===== config.mk =====
export PLATFORM = sky130hd
export DESIGN_NAME = mem_stage
export DESIGN_NICKNAME = d
export VERILOG_FILES = /design/src/rtl/mem_stage_pkg.sv /design/src/rtl/mem_ext.sv /design/src/rtl/mem_stage.sv
export SDC_FILE = /design/constraint.sdc
export NUM_CORES = 1
export LEC_CHECK = 0
export CAP_MARGIN = 20
export CORE_AREA = 2 2 170 172
export CTS_BUF_LIST = sky130_fd_sc_hd__clkbuf_8
export DETAILED_ROUTE_END_ITERATION = 7
export DIE_AREA = 0 0 172 174
export SETUP_SLACK_MARGIN = 0.4
export SYNTH_ARGS = -nofsm -noshare
export SYNTH_HDL_FRONTEND = slang
export SYNTH_SLANG_ARGS = --single-unit
export TNS_END_PERCENT = 30

===== constraint.sdc =====
create_clock -name clk -period 5.3 [get_ports clk]
set_clock_uncertainty 0.2 [all_clocks]
set_input_delay 1.59 -clock clk [delete_from_list [all_inputs] [get_ports clk]]
set_output_delay 1.59 -clock clk [all_outputs]
set_load 0.05 [all_outputs]

===== src/rtl/mem_stage_pkg.sv =====
// Shared MIPS P7 definitions: memory opcodes, exception codes and the data-side address map.
package mips_defs;

  localparam logic [5:0] OP_LW  = 6'h23;
  localparam logic [5:0] OP_LH  = 6'h21;
  localparam logic [5:0] OP_LHU = 6'h25;
  localparam logic [5:0] OP_LB  = 6'h20;
  localparam logic [5:0] OP_LBU = 6'h24;
  localparam logic [5:0] OP_SW  = 6'h2B;
  localparam logic [5:0] OP_SH  = 6'h29;
  localparam logic [5:0] OP_SB  = 6'h28;

  localparam logic [4:0] EXC_NONE = 5'd0;
  localparam logic [4:0] EXC_ADEL = 5'd4;
  localparam logic [4:0] EXC_ADES = 5'd5;
  localparam logic [4:0] EXC_OV   = 5'd12;

  localparam logic [31:0] ADDR_EXC_HANDLER = 32'h0000_4180;
  localparam logic [31:0] ADDR_DM_TOP      = 32'h0000_2FFF;
  localparam logic [31:0] ADDR_TIMER0_BASE = 32'h0000_7F00;
  localparam logic [31:0] ADDR_TIMER1_BASE = 32'h0000_7F10;
  localparam logic [31:0] ADDR_IG_BASE     = 32'h0000_7F20;
  localparam logic [31:0] TIMER_WIN_BYTES  = 32'd12;
  localparam logic [31:0] IG_WIN_BYTES     = 32'd4;
  localparam logic [31:0] TIMER_COUNT_OFF  = 32'd8;

  typedef enum logic [1:0] {
    SZ_NONE,
    SZ_BYTE,
    SZ_HALF,
    SZ_WORD
  } acc_size_e;

  function automatic acc_size_e acc_size(input logic [5:0] op);
    case (op)
      OP_LW, OP_SW:          return SZ_WORD;
      OP_LH, OP_LHU, OP_SH:  return SZ_HALF;
      OP_LB, OP_LBU, OP_SB:  return SZ_BYTE;
      default:               return SZ_NONE;
    endcase
  endfunction

endpackage


===== src/rtl/mem_ext.sv =====
// Load extender: selects the addressed half/byte of the read word and sign/zero-extends it.
module mem_ext
  import mips_defs::*;
(
  input  logic [1:0]  addr_lo_i,
  input  logic [5:0]  op_i,
  input  logic [31:0] rdata_i,
  output logic [31:0] ldata_o
);

  logic [15:0] half;
  logic [7:0]  byte_sel;

  always_comb begin
    half = addr_lo_i[1] ? rdata_i[31:16] : rdata_i[15:0];
    case (addr_lo_i)
      2'd0:    byte_sel = rdata_i[7:0];
      2'd1:    byte_sel = rdata_i[15:8];
      2'd2:    byte_sel = rdata_i[23:16];
      default: byte_sel = rdata_i[31:24];
    endcase
  end

  always_comb begin
    ldata_o = rdata_i;
    case (op_i)
      OP_LH:   ldata_o = {{16{half[15]}}, half};
      OP_LHU:  ldata_o = {16'h0000, half};
      OP_LB:   ldata_o = {{24{byte_sel[7]}}, byte_sel};
      OP_LBU:  ldata_o = {24'h00_0000, byte_sel};
      default: ldata_o = rdata_i;
    endcase
  end

endmodule


===== src/rtl/mem_stage.sv =====
// P7 memory stage: E/M pipeline register, address-exception detection, store lane
// steering and load extension.
module mem_stage
  import mips_defs::*;
#(
  parameter logic [31:0] EXC_HANDLER = ADDR_EXC_HANDLER,
  parameter logic [31:0] DM_TOP      = ADDR_DM_TOP,
  parameter logic [31:0] TIMER0_BASE = ADDR_TIMER0_BASE,
  parameter logic [31:0] TIMER1_BASE = ADDR_TIMER1_BASE,
  parameter logic [31:0] IG_BASE     = ADDR_IG_BASE
) (
  input  logic        clk,
  input  logic        reset,
  input  logic        req,
  input  logic [31:0] e_instr,
  input  logic [31:0] e_aluout,
  input  logic [31:0] e_DMinput,
  input  logic [31:0] em_out,
  input  logic [4:0]  em_exc,
  input  logic [31:0] e_pc,
  input  logic        e_bd,
  input  logic [31:0] m_rdata,
  output logic [31:0] m_instr,
  output logic [31:0] m_pc,
  output logic        m_bd,
  output logic [31:0] m_out,
  output logic [31:0] m_addr,
  output logic [3:0]  m_byteen,
  output logic [31:0] m_wdata,
  output logic [31:0] m_ldata,
  output logic [4:0]  m_exc
);

  logic [31:0] instr_q, pc_q, out_q, addr_q, sdata_q;
  logic [31:0] instr_d, pc_d, out_d, addr_d, sdata_d;
  logic [4:0]  exc_q, exc_d;
  logic        bd_q, bd_d;

  always_comb begin
    if (req) begin
      instr_d = '0;
      pc_d    = EXC_HANDLER;
      bd_d    = 1'b0;
      out_d   = '0;
      addr_d  = '0;
      sdata_d = '0;
      exc_d   = EXC_NONE;
    end else begin
      instr_d = e_instr;
      pc_d    = e_pc;
      bd_d    = e_bd;
      out_d   = em_out;
      addr_d  = e_aluout;
      sdata_d = e_DMinput;
      exc_d   = em_exc;
    end
  end

  always_ff @(posedge clk or negedge reset) begin
    if (!reset) begin
      instr_q <= '0;
      pc_q    <= '0;
      bd_q    <= 1'b0;
      out_q   <= '0;
      addr_q  <= '0;
      sdata_q <= '0;
      exc_q   <= EXC_NONE;
    end else begin
      instr_q <= instr_d;
      pc_q    <= pc_d;
      bd_q    <= bd_d;
      out_q   <= out_d;
      addr_q  <= addr_d;
      sdata_q <= sdata_d;
      exc_q   <= exc_d;
    end
  end

  logic [5:0] op;
  acc_size_e  sz;
  logic       is_load, is_store;
  logic       in_dm, in_t0, in_t1, in_ig, in_dev;
  logic       misalign, narrow_dev, out_of_range, count_wr;

  always_comb begin
    op       = instr_q[31:26];
    sz       = acc_size(op);
    is_load  = (op == OP_LW) || (op == OP_LH) || (op == OP_LHU) ||
               (op == OP_LB) || (op == OP_LBU);
    is_store = (op == OP_SW) || (op == OP_SH) || (op == OP_SB);

    in_dm  = addr_q <= DM_TOP;
    in_t0  = (addr_q >= TIMER0_BASE) && (addr_q < TIMER0_BASE + TIMER_WIN_BYTES);
    in_t1  = (addr_q >= TIMER1_BASE) && (addr_q < TIMER1_BASE + TIMER_WIN_BYTES);
    in_ig  = (addr_q >= IG_BASE) && (addr_q < IG_BASE + IG_WIN_BYTES);
    in_dev = in_t0 || in_t1 || in_ig;

    misalign     = ((sz == SZ_WORD) && (addr_q[1:0] != 2'b00)) ||
                   ((sz == SZ_HALF) && addr_q[0]);
    narrow_dev   = in_dev && (sz != SZ_WORD);
    out_of_range = !(in_dm || in_dev);
    // Timer Count occupies the last word of each timer window and is read-only.
    count_wr     = (in_t0 && (addr_q >= TIMER0_BASE + TIMER_COUNT_OFF)) ||
                   (in_t1 && (addr_q >= TIMER1_BASE + TIMER_COUNT_OFF));
  end

  always_comb begin
    m_exc = EXC_NONE;
    if (exc_q != EXC_NONE)
      m_exc = exc_q;
    else if (is_load && (misalign || narrow_dev || out_of_range))
      m_exc = EXC_ADEL;
    else if (is_store && (misalign || narrow_dev || out_of_range || count_wr))
      m_exc = EXC_ADES;
  end

  always_comb begin
    m_byteen = '0;
    if (is_store && (m_exc == EXC_NONE) && !req) begin
      case (sz)
        SZ_WORD: m_byteen = '1;
        SZ_HALF: m_byteen = 4'b0011 << addr_q[1:0];
        SZ_BYTE: m_byteen = 4'b0001 << addr_q[1:0];
        default: m_byteen = '0;
      endcase
    end
  end

  always_comb begin
    case (op)
      OP_SH:   m_wdata = {2{sdata_q[15:0]}};
      OP_SB:   m_wdata = {4{sdata_q[7:0]}};
      default: m_wdata = sdata_q;
    endcase
  end

  mem_ext u_mem_ext (
    .addr_lo_i (addr_q[1:0]),
    .op_i      (op),
    .rdata_i   (m_rdata),
    .ldata_o   (m_ldata)
  );

  assign m_instr = instr_q;
  assign m_pc    = pc_q;
  assign m_bd    = bd_q;
  assign m_out   = out_q;
  assign m_addr  = addr_q;

endmodule


==> flow_summary.json, run 1 <==
{
  "place.detailed.instances": 1347,
  "final_worst_slack_ns": 0.491,
  "grt_pass1_wl_um": 34900,
  "finalSetupTns_ns": 0,
  "clock_path_buffers": 2,
  "finalWirelength_um": 23400,
  "worst-slew-pin-transition_ns": 0.949,
  "first_global_vias": 6007,
  "rsz0062_at_grt": "yes",
  "areaGrowthSynthToFinish_pct": 71.1,
  "syn_inst": 599,
  "crit_path_start_kind": "input port",
  "antenna_found_initial": 3,
  "die_height_um": 174,
  "worst-endpoint-required_ns": 3.51,
  "preCtsSetupSlack_ns": 0.135,
  "cp_data_arrival_time_ns": 3.02,
  "power.ir.vdd_worst_mv": 0.177,
  "place.port_buffers": 402,
  "layout.cells.non_filler": 1383,
  "cts.sink_count": 166,
  "path_buf_inv": 3,
  "synth.largest_area_cell": "sky130_fd_sc_hd__dfrtp_1",
  "drive_gt1_share_pct": 13.5,
  "netlist_top_cells_area": "sky130_fd_sc_hd__dfrtp_1, sky130_fd_sc_hd__nor2b_1, sky130_fd_sc_hd__mux2_2, sky130_fd_sc_hd__nand2_1, sky130_fd_sc_hd__mux4_2",
  "synth_seq_area_share_pct": 60.2,
  "routabilityCongestion": 0.754,
  "grt_max_degree": 97,
  "power_leakage_nw": 4.99,
  "vias_per_cell": 4.19,
  "period_minus_slack_ns": 4.81,
  "rows": 62,
  "yosys.cell_count.top_type": "sky130_fd_sc_hd__dfrtp_1",
  "cap_viol_max_count": 0,
  "critPathMaxStageDelay_ns": 0.28,
  "start_util_pct": 24.4,
  "final-setup-viol-count": 0,
  "achievable-frequency_mhz": 208,
  "ctsHtreeMaxLevel": 4,
  "final-max-slew-violation-count": 0,
  "tritoncts": "done",
  "synth-seq-cells": 166,
  "power_density_of_the_placed_cells_nw_per_um2": 269,
  "netlist_top_cells_count": "sky130_fd_sc_hd__dfrtp_1, sky130_fd_sc_hd__nor2b_1, sky130_fd_sc_hd__nand2_1",
  "post_synth_top_flop": "sky130_fd_sc_hd__dfrtp_1",
  "cts_hold_repair.buffers": 0,
  "final-hold-violation-count": 0,
  "fp.dieW_um": 172,
  "worst-setup-path-type": "input port to output port",
  "post_dp_cell_area_um2": 11300,
  "synth_largest_type_area_fraction_pct": 60.2,
  "antenna_violating_nets_post_route": 0,
  "worst_hold_class": "input port to asynchronous set/reset pin",
  "drt_iter0_markers": 187,
  "floorplan.core_area_um2": 28200,
  "cp_top_family": "buffers and inverters",
  "top_level_ports": 403,
  "gr-total-overflow": 0,
  "finalCritPeriodShare_pct": 90.7,
  "finalInstanceArea_um2": 11800,
  "routed-via-count": 5792,
  "synth_enable_flop_cells": 0,
  "slew_headroom_pct": 36.8,
  "synth.distinct_cells": 42,
  "ys_warnings": 0,
  "kind_of_end_point_of_the_critical_path": "output port",
  "overall_routing_resource_usage_pct": 15.5,
  "critical-path-slowest-cell": "sky130_fd_sc_hd__mux2_4",
  "crit_path_max_fanout": 16,
  "cts-root-buf": "sky130_fd_sc_hd__clkbuf_8",
  "worstPathCellList": "dlygate4sd2_1 -> mux2_4 -> mux2i_2 -> o21ai_0 -> nand2_1 -> buf_4 -> nand2_1 -> buf_4",
  "die_area_um2": 29900,
  "cts-buffers-inserted": 17,
  "syn-cell-area_um2": 6900,
  "num-nets-final": 1189,
  "net_count_after_synthesis": 804,
  "outcome": "completed",
  "synth_area_per_cell_um2": 11.5,
  "synth_async_sr_flop_share_pct": 100,
  "routedWlPerCell_um": 16.9,
  "clk_pin_slew_ns": 0.10,
  "detailedPlacementHpwl_um": 17800,
  "drcViolationCount": 0,
  "drt_pre_antenna_iters": 4
}
[per-layer routing]
| layer | global-route usage [%] | vias up | wire [µm] |
|---|---|---|---|
| met2 | 27.5 | 281 | 11800 |
| li1 | - | 2734 | - |
| met1 | 16.6 | 2757 | 8650 |
| met3 | 6.81 | 18 | 2610 |
| met4 | 4.06 | 2 | 305 |
| met5 | 0 | - | 12 |
[logic make-up after synthesis]
| kind of cell | share of synthesized area [%] |
|---|---|
| flip-flops | 60.2 |
| multiplexers | 6.53 |
| adder cells (fa/ha/maj) | 0.725 |
| AO/OA/AOI/OAI | 6.29 |
| buffers and inverters | 4.15 |
| XOR/XNOR | 0.127 |
| AND/OR/NAND/NOR | 22.0 |
[final cells by class]
class	count	area [µm²]
fill	2727	16400
timing repair buffer	415	4190
sequential	166	4160
multi-input combinational	373	2530
tap	384	480
clock buffer	17	234
clock inverter	15	166
inverter	11	41.3
antenna	2	5.00
[what timing repair did]
action	4_1_cts	5_1_grt
endpoints found under the setup margin	30	26
resized for setup	12	6
setup buffers	1	1
pin swaps	2	2
[where the power goes]
group | internal, mW | switching (mW)
logic | 0.357 | 0.504
registers | 1.33 | 0.0309
clock network | 0.431 | 0.524
[cell usage in the layout (no fill, tap or decap), types with 17 or more instances in the layout]
cell / synthesis / routed
sky130_fd_sc_hd__clkdlybuf4s50_1: 0 / 358
sky130_fd_sc_hd__nor2b_1: 164 / 164
sky130_fd_sc_hd__dfrtp_1: 166 / 163
sky130_fd_sc_hd__nand2_1: 51 / 51
sky130_fd_sc_hd__buf_4: 8 / 38
sky130_fd_sc_hd__o22ai_1: 19 / 19
sky130_fd_sc_hd__mux2_2: 18 / 17
sky130_fd_sc_hd__a21oi_1: 17 / 17
sky130_fd_sc_hd__clkbuf_8: 0 / 17
[metrics by stage]
stage | total power, mW | util (%) | hold WS, ns
global placement | 2.25 | 40.1 | 1.48
CTS | 3.23 | 41.6 | 0.955
finish | 3.18 | 41.8 | 0.896
global route | 3.32 | 41.8 | 0.966
detailed placement | 2.25 | 40.1 | 1.48
floorplan | 1.85 | - | 1.09
[flip-flops by register name, indices dropped and copies added, names as in the netlist]
| register | count |
|---|---|
| m_addr | 32 |
| exc_q | 5 |
| m_instr | 32 |
| m_bd | 1 |
| m_pc | 32 |
| sdata_q | 32 |
| m_out | 32 |
[worst max path at each step]
stage | start | end | slack [ns] | cells after the start
floorplan | m_instr[26] | m_byteen[0] | 0.38 | 11
global placement | m_rdata[31] | m_ldata[9] | 0.16 | 7
detailed placement | m_rdata[31] | m_ldata[9] | 0.14 | 7
CTS | m_addr[15] | m_byteen[0] | 0.40 | 7
global route | m_rdata[31] | m_ldata[24] | 0.37 | 8
finish | m_rdata[31] | m_ldata[24] | 0.49 | 8
Power figures use the tool's default switching activity.
==> run 2, diff against run 1 <==
Settings changed: CTS_CLUSTER_SIZE set to 8, MAX_ROUTING_LAYER set to met4, SLEW_MARGIN set to 10.
==> run 2 against run 1 <==
Net effect:
- clock-buffer cell count did not move
- utilization barely moved
- global-route usage up 0.46 points
- first-iteration DRC count grew 11%
- routed wire length barely moved
- sequential power about the same
- largest cell class unchanged
- largest power group unchanged
- highest routed layer is now met4
==> flow_summary.json, run 2 (synthesis gave the netlist of run 1 again) <==
{
  "rows": 62,
  "top_level_ports": 403,
  "cts_hold_repair.buffers": 0,
  "fp.dieW_um": 172,
  "overall_routing_resource_usage_pct": 15.9,
  "antenna_violating_nets_post_route": 0,
  "tritoncts": "done",
  "final-max-slew-violation-count": 0,
  "post_dp_cell_area_um2": 11300,
  "kind_of_end_point_of_the_critical_path": "output port",
  "crit_path_start_kind": "input port",
  "place.port_buffers": 402,
  "worst-setup-path-type": "input port to output port",
  "rsz0062_at_grt": "yes",
  "power_leakage_nw": 4.99,
  "achievable-frequency_mhz": 208,
  "power.ir.vdd_worst_mv": 0.177,
  "grt_pass1_wl_um": 34700,
  "slew_headroom_pct": 36.8,
  "floorplan.core_area_um2": 28200,
  "finalInstanceArea_um2": 11800,
  "cts-buffers-inserted": 17,
  "first_global_vias": 6052,
  "clock_path_buffers": 2,
  "worst_hold_class": "input port to asynchronous set/reset pin",
  "finalSetupTns_ns": 0,
  "drcViolationCount": 0,
  "crit_path_max_fanout": 16,
  "critical-path-slowest-cell": "sky130_fd_sc_hd__mux2_4",
  "worst-slew-pin-transition_ns": 0.948,
  "clk_pin_slew_ns": 0.10,
  "routed-via-count": 5786,
  "drt_pre_antenna_iters": 4,
  "cap_viol_max_count": 0,
  "final-hold-violation-count": 0,
  "finalCritPeriodShare_pct": 90.7,
  "drive_gt1_share_pct": 13.5,
  "detailedPlacementHpwl_um": 17800,
  "final.fill_count": 2726,
  "layout_common_cells": "sky130_fd_sc_hd__clkdlybuf4s50_1, sky130_fd_sc_hd__nor2b_1, sky130_fd_sc_hd__dfrtp_1",
  "drt_iter0_markers": 208,
  "mostFrequentLayoutCell": "sky130_fd_sc_hd__clkdlybuf4s50_1",
  "gr-total-overflow": 0,
  "power_density_of_the_placed_cells_nw_per_um2": 269,
  "finalWirelength_um": 23400,
  "ctsHtreeMaxLevel": 4,
  "start_util_pct": 24.4,
  "cts-root-buf": "sky130_fd_sc_hd__clkbuf_8",
  "routabilityCongestion": 0.764,
  "cts.sink_count": 166,
  "die_height_um": 174,
  "worst-endpoint-required_ns": 3.51,
  "area_of_the_multi_input_gates_um2": 2530,
  "preCtsSetupSlack_ns": 0.135,
  "final_worst_slack_ns": 0.492,
  "cp_data_arrival_time_ns": 3.02,
  "worst_hold_slack_ns": 0.915,
  "grt_max_degree": 97,
  "worstPathCellList": "dlygate4sd2_1 -> mux2_4 -> mux2i_2 -> o21ai_0 -> nand2_1 -> buf_4 -> nand2_1 -> buf_4",
  "vias_per_cell": 4.18,
  "antenna_found_initial": 3,
  "routedWlPerCell_um": 16.9,
  "period_minus_slack_ns": 4.81,
  "die_area_um2": 29900,
  "outcome": "completed",
  "areaGrowthSynthToFinish_pct": 71.1,
  "cp-startpoint": "m_rdata[31]",
  "final-setup-viol-count": 0,
  "final-seq-area_um2": 4160,
  "num-nets-final": 1189,
  "critPathMaxStageDelay_ns": 0.28
}
-- run 2: changes by cell type in the layout (fill, tap and decap cells not counted), sizes merged --
cell / previous run / this run
diode: 2 / 3
-- run 2: layout make-up --
| cell class | instances | area share, % |
|---|---|---|
| inverter | 11 | 0.350 |
| multi-input combinational | 373 | 21.5 |
| timing repair buffer | 415 | 35.5 |
| sequential | 166 | 35.2 |
| clock inverter | 15 | 1.41 |
| clock buffer | 17 | 1.98 |
| tap | 384 | 4.07 |
| antenna | 3 | 0.0636 |
-- run 2: worst max path at each step --
stage,endpoint,slack (ns),cells past startpoint
final,m_ldata[24],0.49,8
after global routing,m_ldata[24],0.37,8
after CTS,m_byteen[0],0.40,7
after detailed placement,m_ldata[9],0.14,7
after global placement,m_ldata[9],0.16,7
after floorplan,m_byteen[0],0.38,11
-- run 2: per-stage QoR --
| step | std cells | power, mW | utilization, % |
|---|---|---|---|
| 6_report | 1384 | 3.17 | 41.8 |
| 5_1_grt | 1384 | 3.32 | 41.8 |
| 4_1_cts | 1380 | 3.23 | 41.6 |
| 3_5_place_dp | 1347 | 2.25 | 40.1 |
| 3_3_place_gp | 1347 | 2.25 | 40.1 |
| 2_1_floorplan | 599 | 1.85 | - |
-- run 2: what timing repair did --
action / 4_1_cts / 5_1_grt
resized for setup: 12 / 6
pin swaps: 2 / 2
setup buffers: 1 / 1
setup endpoints to repair: 30 / 26
-- run 2: worst max-delay path: cells and delay by family --
kind / cells / cell delay, ns
AO/OA/AOI/OAI: 1 / 0.11
buffers and inverters: 3 / 0.66
multiplexers: 2 / 0.49
AND/OR/NAND/NOR: 2 / 0.16
-- run 2: per-layer routing --
layer | part of all wire [%] | up-vias | wire [µm] | GRT usage (%)
met3 | 9.9 | 18 | 2310 | 5.94
li1 | - | 2740 | - | -
met1 | 38 | 2760 | 8930 | 17.2
met4 | 1.4 | 0 | 316 | 4.06
met5 | 0 | - | 0 | -
met2 | 51 | 268 | 11800 | 27.5
-- run 2: report_power, final --
part           internal [mW]  leakage (nW)  total (mW)  switching, mW
sequential              1.33          2.13        1.36         0.0308
clock                  0.431         0.199       0.954          0.523
combinational          0.357          2.67       0.860          0.504
==> run 3, diff against run 2 <==
Settings changed: CORE_AREA 2 2 170 172 to 2 2 171 173, DIE_AREA 0 0 172 174 to 0 0 173 175, SYNTH_HIERARCHICAL set to 1.
==> run 3 against run 2 <==
Net effect:
- sequential share of layout area down 0.67 points
- flip-flop and latch count unchanged
- highest routed layer unchanged
- non-clock buffer count rose by 1
- via count increased by 0.35%
- design area is 1.8% higher
==> flow_summary.json, run 3 <==
{
  "outcome": "completed",
  "antenna_found_initial": 0,
  "worst-endpoint-required_ns": 3.51,
  "synth.distinct_cells": 50,
  "period_minus_slack_ns": 4.87,
  "clk_pin_slew_ns": 0.09,
  "finalWirelength_um": 24400,
  "final-max-slew-violation-count": 0,
  "cellInternalPower_mw": 2.23,
  "routedWlPerCell_um": 17.8,
  "netlist_top_cells_area": "sky130_fd_sc_hd__dfrtp_1, sky130_fd_sc_hd__nor2b_1, sky130_fd_sc_hd__mux2_2, sky130_fd_sc_hd__mux4_2, sky130_fd_sc_hd__clkbuf_1",
  "grt_max_degree": 99,
  "worst-setup-path-type": "input port to output port",
  "ys_warnings": 6,
  "finalSetupTns_ns": 0,
  "synth-seq-cells": 166,
  "layout_common_cells": "sky130_fd_sc_hd__clkdlybuf4s50_1, sky130_fd_sc_hd__nor2b_1, sky130_fd_sc_hd__dfrtp_1",
  "rows": 62,
  "crit_path_start_kind": "input port",
  "post_synth_top_flop": "sky130_fd_sc_hd__dfrtp_1",
  "detailedPlacementHpwl_um": 18500,
  "power_density_of_the_placed_cells_nw_per_um2": 272,
  "achievable-frequency_mhz": 205,
  "netlist_top_cells_count": "sky130_fd_sc_hd__nor2b_1, sky130_fd_sc_hd__dfrtp_1, sky130_fd_sc_hd__clkbuf_1",
  "final-hold-violation-count": 0,
  "cap_viol_max_count": 0,
  "drt_iter0_markers": 236,
  "antenna_violating_nets_post_route": 0,
  "vias_per_cell": 4.24,
  "worst_hold_class": "input port to asynchronous set/reset pin",
  "slew_headroom_pct": 31.3,
  "power_leakage_nw": 5.05,
  "num-nets-final": 1177,
  "clock_path_buffers": 2,
  "top_level_ports": 403,
  "routabilityCongestion": 0.920,
  "start_util_pct": 24.8,
  "synth_enable_flop_cells": 0,
  "syn_inst": 580,
  "total_chip_power_mw": 3.27,
  "cp-startpoint": "m_rdata[31]",
  "cp_data_arrival_time_ns": 3.08,
  "final.fill_count": 2787,
  "yosys.cell_count.top_type": "sky130_fd_sc_hd__nor2b_1",
  "synth_seq_area_share_pct": 59.1,
  "rsz0062_at_grt": "yes",
  "fp.dieW_um": 173,
  "first_global_vias": 6217,
  "routed-via-count": 5806,
  "areaGrowthSynthToFinish_pct": 71.0,
  "synth_largest_type_area_fraction_pct": 59.1,
  "place.port_buffers": 402,
  "synth.largest_area_cell": "sky130_fd_sc_hd__dfrtp_1",
  "cts-buffers-inserted": 17,
  "synth_async_sr_flop_share_pct": 100,
  "floorplan.core_area_um2": 28400,
  "net_count_after_synthesis": 785,
  "drive_gt1_share_pct": 15.1,
  "power.ir.vdd_worst_mv": 0.192,
  "drt_pre_antenna_iters": 4,
  "kind_of_end_point_of_the_critical_path": "output port",
  "final-seq-area_um2": 4150,
  "synth_area_per_cell_um2": 12.1,
  "gr-total-overflow": 0,
  "share_clk_of_total_power_pct": 31.1,
  "worst-slew-pin-transition_ns": 1.03,
  "syn-cell-area_um2": 7030,
  "grt_pass1_wl_um": 36900,
  "die_height_um": 175,
  "cts-root-buf": "sky130_fd_sc_hd__clkbuf_8",
  "finalCritPeriodShare_pct": 92.0,
  "tritoncts": "done",
  "crit_path_max_fanout": 8,
  "seqPwrFrac_pct": 41.8,
  "overall_routing_resource_usage_pct": 16.5,
  "fin_util_pct": 42.4,
  "ctsHtreeMaxLevel": 4,
  "final-setup-viol-count": 0,
  "die_area_um2": 30300,
  "area_of_the_multi_input_gates_um2": 2670,
  "net-switching-power_mw": 1.03,
  "cts.sink_count": 166,
  "power_frac_comb_pct": 27.2,
  "mostFrequentLayoutCell": "sky130_fd_sc_hd__clkdlybuf4s50_1",
  "switching_share_pct": 31.6,
  "drcViolationCount": 0
}
-- run 3: cell types whose count changed after synthesis, moves of 4 or more --
cell | previous run | this run
sky130_fd_sc_hd__o21ai_2 | 0 | 10
sky130_fd_sc_hd__o22ai_1 | 19 | 2
sky130_fd_sc_hd__buf_1 | 5 | 1
sky130_fd_sc_hd__nor2b_1 | 164 | 172
sky130_fd_sc_hd__a31oi_1 | 3 | 9
sky130_fd_sc_hd__inv_1 | 11 | 5
sky130_fd_sc_hd__nand2_1 | 51 | 26
sky130_fd_sc_hd__clkbuf_1 | 31 | 27
sky130_fd_sc_hd__nand3_1 | 6 | 1
sky130_fd_sc_hd__buf_2 | 1 | 5
sky130_fd_sc_hd__a21oi_1 | 17 | 11
sky130_fd_sc_hd__mux2_2 | 18 | 24
sky130_fd_sc_hd__and3_1 | 0 | 9
sky130_fd_sc_hd__a221o_1 | 0 | 8
-- run 3: how the worst max path moves through the flow --
stage	end	slack [ns]	cells past startpoint
after floorplan	m_byteen[0]	0.08	9
after detailed placement	m_ldata[19]	0.27	6
after CTS	m_ldata[19]	0.42	6
final	m_ldata[19]	0.43	6
after global placement	m_ldata[18]	0.29	6
after global routing	m_wdata[19]	0.38	5
-- run 3: final cells by class --
cell class | count | area share (%)
well taps | 384 | 4.00
flip-flops and latches | 166 | 34.5
multi-input cells | 365 | 22.2
clock inverters | 10 | 1.18
inverters | 6 | 0.187
repair buffers | 416 | 35.3
diodes | 1 | 0.0208
clock buffers | 22 | 2.52
-- run 3: cells by family after synthesis --
family                     count (synthesis)  share of synthesized area (%)
and+or+nand+nor                          252                           22.1
DFF                                      166                           59.1
AOI/OAI and AO/OA                         68                           7.11
buffers and inverters                     49                           3.34
muxes                                     41                           7.68
adders and majority gates                  4                          0.712
-- run 3: metal layers --
layer / vias up / share of wire, % / GRT usage [%]
li1: 2714 / - / -
met1: 2821 / 39 / 18.1
met2: 254 / 52 / 28.7
met3: 17 / 7.6 / 5.46
met4: 0 / 1.3 / 4.56
met5: - / 0 / -
-- run 3: worst max-delay path, stage by stage --
cell and delay, ns:
sky130_fd_sc_hd__dlygate4sd2_1 0.26, sky130_fd_sc_hd__mux4_2 0.56, sky130_fd_sc_hd__nor2_4 0.23, sky130_fd_sc_hd__buf_12 0.16, sky130_fd_sc_hd__o21ai_0 0.08, sky130_fd_sc_hd__buf_4 0.20
-- run 3: what timing repair did --
| action | in CTS | in global routing |
|---|---|---|
| gates resized for setup | 9 | 3 |
| setup endpoints to repair | 25 | 19 |
| cloned | 1 | 0 |
| hold buffers | 0 | 0 |
| setup buffers | 1 | 0 |
| pin swaps | 1 | 1 |
-- run 3: power by group through the flow --
stage | clock, mW | sequential, mW | combinational (mW)
floorplan | 0 | 1.56 | 0.298
global placement | 0 | 1.39 | 0.885
detailed placement | 0 | 1.39 | 0.885
CTS | 1.05 | 1.37 | 0.896
global route | 1.09 | 1.37 | 0.932
finish | 1.01 | 1.36 | 0.888
-- run 3: metrics by stage --
step	std cells	hold slack [ns]	instance area (µm²)	setup slack [ns]
after floorplan	580	1.09	7030	0.0754
after CTS	1369	1.04	12000	0.420
after detailed placement	1335	1.57	11500	0.270
final	1370	1.01	12000	0.425
after global routing	1369	1.06	12000	0.379
after global placement	1335	1.57	11500	0.290
